--- src/rtl/shift_delay_timer.sv ---
// Serially loaded 4-bit delay timer: counts (delay+1) units of CYCLES_PER_UNIT
// clocks, then holds done until acknowledged.
module shift_delay_timer #(
  parameter int CYCLES_PER_UNIT = 1000
) (
  input  logic       clk,
  input  logic       reset,
  input  logic       shift_ena,
  input  logic       data,
  input  logic       start,
  input  logic       ack,
  output logic [3:0] count,
  output logic       counting,
  output logic       done
);

  localparam int UW = $clog2(CYCLES_PER_UNIT);
  localparam logic [UW-1:0] UNIT_RELOAD = UW'(CYCLES_PER_UNIT - 1);

  typedef enum logic [1:0] {IDLE, COUNT, DONE} state_t;

  state_t          state_q, state_d;
  logic [3:0]      delay_q, delay_d;
  logic [3:0]      count_q, count_d;
  logic [UW-1:0]   unit_q,  unit_d;

  always_ff @(posedge clk or posedge reset) begin
    if (reset) state_q <= IDLE;
    else       state_q <= state_d;
  end

  always_comb begin
    state_d = state_q;
    unique case (state_q)
      IDLE:    if (start) state_d = COUNT;
      COUNT:   if ((unit_q == '0) && (count_q == 4'd0)) state_d = DONE;
      DONE:    if (ack) state_d = IDLE;
      default: state_d = IDLE;
    endcase
  end

  // Count captures the delay as it was before this edge's shift.
  always_comb begin
    delay_d = delay_q;
    count_d = count_q;
    unit_d  = unit_q;
    unique case (state_q)
      IDLE: begin
        if (shift_ena) delay_d = {delay_q[2:0], data};
        if (start) begin
          count_d = delay_q;
          unit_d  = UNIT_RELOAD;
        end
      end
      COUNT: begin
        if (unit_q != '0) begin
          unit_d = unit_q - UW'(1);
        end else if (count_q != 4'd0) begin
          count_d = count_q - 4'd1;
          unit_d  = UNIT_RELOAD;
        end
      end
      default: ;
    endcase
  end

  always_ff @(posedge clk or posedge reset) begin
    if (reset) begin
      delay_q <= 4'd0;
      count_q <= 4'd0;
      unit_q  <= '0;
    end else begin
      delay_q <= delay_d;
      count_q <= count_d;
      unit_q  <= unit_d;
    end
  end

  always_comb begin
    counting = (state_q == COUNT);
    done     = (state_q == DONE);
    count    = counting ? count_q : 4'd0;
  end

endmodule

--- config.mk ---
export PLATFORM = sky130hd
export DESIGN_NAME = shift_delay_timer
export DESIGN_NICKNAME = d
export VERILOG_FILES = /design/src/rtl/shift_delay_timer.sv
export SDC_FILE = /design/constraint.sdc
export NUM_CORES = 1
export LEC_CHECK = 0
export CAP_MARGIN = 20
export CORE_MARGIN = 5
export CORE_UTILIZATION = 35
export CTS_CLUSTER_SIZE = 12
export DETAILED_ROUTE_END_ITERATION = 10
export SYNTH_ARGS = -nofsm -noshare
export SYNTH_HDL_FRONTEND = slang
export SYNTH_SLANG_ARGS = --single-unit
--- constraint.sdc ---
create_clock -name clk -period 2.5 [get_ports clk]
set_clock_uncertainty 0.1 [all_clocks]
set_input_delay 0.25 -clock clk [delete_from_list [all_inputs] [get_ports clk]]
set_output_delay 0.25 -clock clk [all_outputs]
set_load 0.05 [all_outputs]
# After elaboration in Yosys (flattened, before gate mapping)
# Cells that the tools add are included.
# totals
register_bits	20
inputBits	6
out_inout_bits	6
word_cells	38
# classes
n_addsub	2
n_eq_ne	8
mux	13
n_reduce_logical	11
# ops
op	count
10-bit 2-to-1 mux	3
10-bit one-hot mux with 2 select lines	1
4-bit 2-to-1 mux	4
10-bit zero test	1
10-bit nonzero test	1
10-bit by 1-bit subtractor with 10-bit output (second input constant)	1
4-bit one-hot mux with 2 select lines	1
2-bit 2-to-1 mux	3
2-bit != test (second input constant)	3
2-bit one-hot mux with 3 select lines	1
3-bit AND reduction	2
4-bit zero test	1
2-bit by 1-bit != test with 1-bit output (second input constant)	2
4-bit AND reduction	1
4-bit nonzero test	1
4-bit by 1-bit subtractor with 4-bit output (second input constant)	1
3-bit by 1-bit != test with 1-bit output (second input constant)	1
2-bit by 1-bit equality test with 1-bit output (second input constant)	1
2-bit equality test (second input constant)	1
2-bit zero test	1
2-bit AND reduction	1
2-bit nonzero test	1
1-bit logical AND	1

# Longest topological paths before layout
# Gate-level depths: netlist of the first run.
# depth
ltp_word	4
depth_mapped	7

# Worst setup path before layout of the first run
# Ideal clock, no wire load.
# synth_timing
path_type	reg-to-reg
startpoint	register state_q[1]
endpoint	register count_q[3]
arrival_ps	2044
required_ps	2321
slack_ps	277
path_stages_with_launch	7
path_cell_list	dfrtp_1 -> nand2b_1 -> buf_2 -> clkinv_1 -> and2_1 -> o2bb2ai_1 -> a2bb2oi_1
# synth_via
elab_chain_cells	3
elab_cells_between_ends	8
classes_between	eq/ne: 4; mux: 1; reduce/logical: 3
# synth_rtl
item	line	source
start, declared	22	state_t state_q, state_d;
start signal, assigned	29	else state_q <= state_d;
2-bit by 1-bit equality test with 1-bit output (*)	-	
via counting	13	output logic counting,
2-bit by 1-bit != test with 1-bit output (no source line), or another cell as far along	-	
4-bit AND reduction (no source line)	-	
end signal, assigned	74	count_q <= count_d;
end, declared	24	logic [3:0] count_q, count_d;
# The timed path passes the listed nets; every way through them passes the cells marked *.
# A chain may end at the register's enable or synchronous reset.

# Worst setup path in the final report of the first run
# layout_timing
startpoint	register state_q[1]
endpoint	output count[3]
# layout_via
elab_chain_cells	2
# layout_rtl
item	line	source
2-bit by 1-bit equality test with 1-bit output	80	counting = (state_q == COUNT);
4-bit 2-to-1 mux	82	count = counting ? count_q : 4'd0;
end, declared	12	output logic [3:0] count,
# No other way between the ends.

==> metrics.cfg, run 1 <==
[run_status]
run_status=finished clean

[routing]
drt_first_pass_iters=4
ant_nets=0
routed-via-count=917
wl_um=2540
wl_per_cell_um=14.5
drtIter0Drc=62
drcViolationCount=0
viasPerCell=5.24

[critical_path]
ff2ff_setup_slack_ns=0.42
crit_required_ns=2.15
cp_data_arrival_time_ns=1.83
crit-reg2reg-launch=unit_q[0]
critPathLaunchType=flop
crit_path_max_fanout=11
reg2reg_depth=7
critPathCaptureType=primary output
reg2reg_to=unit_q[3]
worstSetupPathType=flop to primary output

[cts]
cts.sinks=20
cts-root-buf=clkbuf_4
clk_latency_ns=0.31
cts_buffers=3
clk_pin_slew_ns=0.13
cts.path.max_buffers=2
htreeDepth=1
cts_tree=built

[synth]
synth_seq_area_share=0.450
ys_ff_latch=20
syn_nets=122
synth_area_per_cell_sq_um=9.75
synth_edf_count=0
syn_inst=114
synth_ff_type=dfrtp_1
yosysUniqueCellTypes=39
async_reset_ff_frac=1.00
synth_area_sq_um=1110
synth_warnings=0

[place]
dp_hpwl_um=1890
place_congestion=0.816
dpl-instance-area_sq_um=1290
io_buffers=11
place_ws_ns=0.368

[global_routing]
met2_usage=0.200
antenna_found_initial=0
overflow=0
grt_start_max_net_pins=21
groute.usage.overall=0.135
grt_pass1_wl_um=4430
grtUsageMet3=0.0374
busiest_layer=met2
grt_pass1_vias=884
met1_usage=0.185

[sta]
setup_tns_ns=0
finalCritPeriodShare=0.873
slew_headroom=0.486
fmax_mhz=458
setup_violations=0
post-route-min-period_ns=2.18
postLayoutSetupSlackWorst_ns=0.317
rsz0062_at_grt=false
hold_viol_final=0
slew_violations=0
worst_slew_pin_slew_ns=0.770

[floorplan]
initial_core_util=0.364
io_pins=12
fp.dieH_um=66.3
core_area_sq_um=3050
die-area_sq_um=4400
rows=20
die_w_um=66.3

[pwr]
ir_worst_vdd_mv=0.454
cellPowerDensity_nw_per_um2=872
leakage_nw=0.574

[layout]
final_area_sq_um=1350
layout_common_cells=dfrtp_1, nor2_1, nor3_1
num_antenna_cells=0
finalNetCount=140
final_util=0.441
final_common_cell=dfrtp_1
area_growth_pct=21.3
layout-drive-gt1-share=0.153

[hold_path]
hold_path.class=primary input to async pin

[run]
cap_viol_max_count=0

## timing repair
item	CTS	global route
endpoints found under the setup margin	0	3
setup buffers	0	0
hold buffers	0	0
gates resized for setup	0	3
## metrics by stage
stage,power [W],std cells,hold WS [ns]
after global placement,0.000904,171,0.384
after detailed placement,0.000906,171,0.399
after global routing,0.00126,175,0.316
final,0.00117,175,0.259
after CTS,0.00118,175,0.284
after floorplan,0.000807,114,0.114
## synth_stat cells, types with 3 or more instances
| cell type | instances | area share |
|---|---|---|
| o21ai_0 | 5 | 0.023 |
| dfrtp_1 | 20 | 0.45 |
| a31oi_1 | 3 | 0.017 |
| o2bb2ai_1 | 3 | 0.024 |
| inv_1 | 7 | 0.024 |
| nor2_1 | 14 | 0.047 |
| a2bb2oi_1 | 3 | 0.024 |
| mux2_2 | 4 | 0.041 |
| nor3_1 | 9 | 0.041 |
| a21oi_1 | 5 | 0.023 |
| nor4_1 | 3 | 0.017 |
| nand2b_1 | 3 | 0.017 |
## cells by family (layout without fill, tap and decap cells)
| group | Yosys count | after routing | synth area share |
|---|---|---|---|
| multiplexers | 6 | 6 | 0.0586 |
| AO/OA/AOI/OAI | 30 | 30 | 0.204 |
| XOR/XNOR | 2 | 2 | 0.0158 |
| adder cells (fa/ha/maj) | 2 | 2 | 0.0225 |
| flip-flops | 20 | 20 | 0.450 |
| AND/OR/NAND/NOR | 43 | 43 | 0.203 |
| buffers and inverters | 11 | 28 | 0.0462 |
## power by group
part           switching, W  total (W)  internal [W]
sequential         0.000111   0.000517      0.000406
clock              0.000110   0.000272      0.000162
combinational      0.000219   0.000386      0.000167
total              0.000440    0.00117      0.000734
## critical path: stages, from the launching register on
cell,delay [ns]
dfrtp_1,0.42
nand2b_1,0.39
clkinv_1,0.15
buf_4,0.20
and2_1,0.18
buf_4,0.19
## state kept, by name, indices dropped and copies added, names as in the netlist
name	count
count_q	4
delay_q	4
state_q	2
unit_q	10
## cell type report
cell class | count | area (sq um)
inverters | 8 | 30.0
repair buffers | 16 | 150
well taps | 44 | 55.1
clock buffers | 3 | 22.5
flip-flops and latches | 20 | 500
multi-input cells | 83 | 559
clock inverters | 1 | 30.0
fillers | 310 | 1710
## routing by layer
metal,part of all wire,wire (um),up-vias
li1,-,-,456
met1,0.49,1230,439
met2,0.46,1180,20
met3,0.039,98,2
met4,0.013,34,0
met5,0,0,-
## how the worst max path moves through the flow
stage	from	to	cells after the start
floorplan	state_q[1]	count_q[3]	6
global placement	state_q[1]	count[0]	3
detailed placement	state_q[1]	count[0]	3
CTS	state_q[1]	count[0]	3
global route	state_q[1]	count[3]	5
finish	state_q[1]	count[3]	5
No activity file was read; power rests on OpenSTA's default activity.
==> run 2: changes to the inputs <==
Settings changed: ABC_AREA set to 1.
==> run 2 against run 1 <==
  * Area after synthesis is 2.0% higher
  * Critical endpoint unchanged
  * Maximum frequency is 3.8% lower
  * Clock power is 29% lower
==> metrics.cfg, run 2 <==
[place]
place_congestion=0.774
io_buffers=11
dp_hpwl_um=1730
dp_cells=201

[sta]
setup_tns_ns=0
post-route-min-period_ns=2.27
worst_slew_pin_slew_ns=0.774
setup_violations=0
slew_violations=0
finalCritPeriodShare=0.908
fmax_mhz=441
hold_viol_final=0
slew_headroom=0.484
hold_ws_ns=0.261
rsz0062_at_grt=false

[cts]
cts-root-buf=clkbuf_4
cts_setup_buffers=0
cts.path.max_buffers=2
clk_pin_slew_ns=0.12
postCtsHoldBufs=0
post_cts_resized=0
cts_tree=built
cts_buffers=3
cts.sinks=20
htreeDepth=1
clk_latency_ns=0.31

[synth]
syn_inst=147
synth_top_area_share=0.442
yosys.area.top_type=dfrtp_1
post-synth-top-count-cell=nand2_1
synthTopCellsByCount=nand2_1, inv_1, dfrtp_1
async_reset_ff_frac=1.00
synth_ff_type=dfrtp_1
synth_area_per_cell_sq_um=7.71
syn_nets=155
ys_ff_latch=20
synth_edf_count=0
yosysUniqueCellTypes=24
synth_seq_area_share=0.442
synth.area.top_cells=dfrtp_1, nand2_1, inv_1
synth_warnings=0
synth_area_sq_um=1130

[layout]
layout_common_cells=nand2_1, inv_1, dfrtp_1
layoutNonFillerInstCount=205
reg_top3=unit_q: 10 flops, count_q: 4 flops, delay_q: 4 flops
num_antenna_cells=0
regMostFlops=unit_q
final_common_cell=nand2_1
area_growth_pct=15.8
largest_register_ffs=10
layout-drive-gt1-share=0.137
finalNetCount=170

[pwr]
cellPowerDensity_nw_per_um2=817
ir_worst_vdd_mv=0.334
leakage_nw=0.661

[routing]
drt_first_pass_iters=5
viasPerCell=4.76
drcViolationCount=0
routed-via-count=976
ant_nets=0
drtIter0Drc=20
wl_per_cell_um=10.9
wl_um=2240

[floorplan]
core_area_sq_um=3080
initial_core_util=0.368
rows=20
fp.dieH_um=66.9
io_pins=12
die-area_sq_um=4480
die_w_um=66.9

[critical_path]
crit-reg2reg-launch=unit_q[0]
reg2reg_depth=9
crit_path_max_fanout=8
ff2ff_setup_slack_ns=0.73
cp_data_arrival_time_ns=1.92
worstSetupPathType=flop to primary output
crit_required_ns=2.15
critPathCaptureType=primary output
critPathLaunchType=flop
reg2reg_to=count_q[2]

[global_routing]
overflow=0
grt_pass1_vias=944
grt_pass1_wl_um=4110
antenna_found_initial=0
grt_start_max_net_pins=21
groute.usage.overall=0.119

[run]
cap_viol_max_count=0

[hold_path]
hold_path.class=primary input to async pin

[run_status]
run_status=finished clean

-- run 2: cell count changes after synthesis, sizes merged, moves of 4 or more --
cell | before | now
mux2 | 4 | 0
nand2 | 2 | 41
nand3 | 2 | 14
nor3 | 9 | 3
o21ai | 5 | 11
inv | 7 | 23
-- run 2: stage by stage --
step / utilization / setup WS, ns / area, sq um / total power, W
6_report: 0.426 / 0.230 / 1310 / 0.00107
5_1_grt: 0.426 / 0.136 / 1310 / 0.00117
4_1_cts: 0.426 / 0.214 / 1310 / 0.00108
3_5_place_dp: 0.415 / 0.591 / 1280 / 0.000889
3_3_place_gp: 0.415 / 0.615 / 1280 / 0.000869
2_1_floorplan: - / 0.598 / 1130 / 0.000791
-- run 2: how the worst max path moves through the flow --
stage | from | end | slack (ns) | depth (start not counted)
finish | state_q[0] | count[3] | 0.23 | 5
detailed placement | state_q[0] | count[3] | 0.59 | 5
CTS | state_q[0] | count[3] | 0.21 | 5
global placement | state_q[0] | count[3] | 0.62 | 5
global route | state_q[0] | count[3] | 0.14 | 5
floorplan | state_q[1] | count_q[0] | 0.60 | 5
-- run 2: final cells by class --
class                           instances  area [sq um]
Tap cell                               44          55.1
Inverter                               23          86.3
Fill cell                             326          1770
Clock buffer                            4          36.3
Multi-Input combinational cell        102           524
Timing Repair Buffer                   12           110
Sequential cell                        20           500
-- run 2: worst max-delay path: stages (launching register included) --
cell and delay, ns:
dfrtp_1 0.41, inv_2 0.07, nor2_4 0.17, nand2_1 0.10
inv_1 0.06, clkdlybuf4s50_1 0.79
-- run 2: logic make-up after synthesis --
kind of cell	count (synthesis)	synth area share
xor gates and xnor gates	1	0.00773
adders and majority gates	2	0.0221
AOI/OAI and AO/OA	20	0.111
DFF	20	0.442
and+or+nand+nor	79	0.321
buffers and inverters	25	0.0960
-- run 2: metal layers --
layer	share of wire	wire, um	GRT usage
met1	0.49	1100	0.156
met2	0.45	1000	0.182
met3	0.026	59	0.0152
met4	0.033	73	0.0734
met5	0	0	0
-- run 2: power by group --
part           leakage, nW  switching [W]  internal [W]
clock network       0.0210       0.000104     0.0000890
registers            0.232      0.0000763      0.000413
logic                0.408       0.000240      0.000149
total                0.661       0.000421      0.000651
==> run 3: changes to the inputs <==
==> constraint.sdc (replaced) <==
create_clock -name clk -period 2.5 [get_ports clk]
set_clock_uncertainty 0.1 [all_clocks]
set_input_delay 0.25 -clock clk [delete_from_list [all_inputs] [get_ports clk]]
set_output_delay 0.25 -clock clk [all_outputs]
set_load 0.02 [all_outputs]
==> run 3 against run 2 <==
  * Non-clock buffer count rose by 2
  * Register-to-register slack improved by 0.02 ns
  * Sequential power barely moved
  * Critical path depth did not move
  * Sequential share of layout area fell by 0.64 points
  * Final area rose by 1.7%
  * Via count fell by 3.6%
  * Count of clock-buffer cells in the layout did not move
  * Die area did not move
  * Final cell count rose by 0.98%
  * Flip-flop and latch count did not move
  * Critical path type unchanged
  * Critical endpoint is now count[0]
  * Largest cell class unchanged
==> metrics.cfg, run 3 (synthesis gave the netlist of run 2 again) <==
[critical_path]
crit_path_max_fanout=6
critPathCaptureType=primary output
critPathLaunch=state_q[0]
crit_required_ns=2.15
worstSetupPathType=flop to primary output
critPathLaunchType=flop
cp_data_arrival_time_ns=1.79
crit-reg2reg-launch=unit_q[0]

[hold_path]
hold_path.class=primary input to async pin

[floorplan]
io_pins=12
fp.dieH_um=66.9
die-area_sq_um=4480
rows=20
core_area_sq_um=3080
initial_core_util=0.368
die_w_um=66.9

[routing]
wl_per_cell_um=10.5
drcViolationCount=0
drtIter0Drc=34
drt_first_pass_iters=7
routed-via-count=941
ant_nets=0
wl_um=2170
viasPerCell=4.55

[place]
dp_cells=200
io_buffers=11
dp_hpwl_um=1640
place_congestion=0.742

[cts]
cts.sinks=20
post_cts_resized=0
clk_latency_ns=0.30
cts.path.max_buffers=2
cts_setup_buffers=0
cts_buffers=3
htreeDepth=1
clk_pin_slew_ns=0.12
cts_tree=built
cts-root-buf=clkbuf_4
postCtsHoldBufs=0

[global_routing]
busiest_layer=met2
grtUsageMet3=0.0219
grt_start_max_net_pins=21
antenna_found_initial=0
grt_pass1_vias=878
groute.usage.overall=0.113
met1_usage=0.148
met2_usage=0.178
grt_pass1_wl_um=3820
overflow=0

[pwr]
ir_worst_vdd_mv=0.311
leakage_nw=0.666
cellPowerDensity_nw_per_um2=782

[layout]
reg_top3=unit_q: 10 flops, count_q: 4 flops, delay_q: 4 flops
num_antenna_cells=0
regMostFlops=unit_q
layoutNonFillerInstCount=207
area_growth_pct=17.8
largest_register_ffs=10
finalNetCount=172
layout-drive-gt1-share=0.129
layout_common_cells=nand2_1, inv_1, dfrtp_1
final_common_cell=nand2_1
nFillCells=305

[run_status]
run_status=finished clean

[sta]
worst_slew_pin_slew_ns=0.776
finalCritPeriodShare=0.855
fmax_mhz=468
setup_tns_ns=0
setup_violations=0
hold_viol_final=0
rsz0062_at_grt=false
slew_headroom=0.482
post-route-min-period_ns=2.14
slew_violations=0

[run]
cap_viol_max_count=0

run 3: cell count changes in the layout (fill, tap and decap cells not counted):
cell,previous run,this run
buf_4,4,3
clkdlybuf4s50_1,8,11
run 3: metal layers:
metal	up-vias	share of wire
li1	497	-
met1	427	0.51
met2	13	0.45
met3	4	0.022
met4	0	0.019
met5	-	0
run 3: critical path: stages, from the launching register on:
cell and delay (ns):
dfrtp_1 0.40, inv_2 0.07, nor2_4 0.15, inv_1 0.11
nor2_1 0.13, clkdlybuf4s50_1 0.62
run 3: stage by stage:
step           power [W]  cell area (sq um)  setup slack, ns  hold slack [ns]   util
2_1_floorplan   0.000763               1130            0.970            0.114      -
3_3_place_gp    0.000846               1280            0.533            0.361  0.415
3_5_place_dp    0.000862               1280            0.473            0.368  0.415
4_1_cts          0.00105               1310            0.126            0.305  0.426
5_1_grt          0.00113               1340            0.230            0.376  0.434
6_report         0.00104               1340            0.363            0.273  0.434
run 3: path summary, 6_finish.rpt:
path / cells past startpoint / slack (ns) / endpoint
setup / recovery: 5 / 0.36 / count[0]
hold / removal: 2 / 0.27 / count_q[3]
setup reg to reg: 9 / 0.75 / unit_q[5]
hold reg to reg: 2 / 0.38 / unit_q[9]
max in group asynchronous: 2 / 1.55 / unit_q[4]
min in group clk: 2 / 0.38 / unit_q[9]
run 3: area by class of cell:
type / count / area, sq um / share of cell area
well taps: 44 / 55.1 / 0.0412
multi-input cells: 102 / 524 / 0.393
clock buffers: 4 / 36.3 / 0.0272
repair buffers: 14 / 133 / 0.0993
inverters: 23 / 86.3 / 0.0647
flip-flops and latches: 20 / 500 / 0.375
run 3: where the power goes:
part           switching (W)  internal (W)  leakage, nW
clock               0.000104     0.0000888       0.0210
combinational       0.000208      0.000153        0.413
sequential         0.0000770      0.000413        0.232
total               0.000389      0.000655        0.666
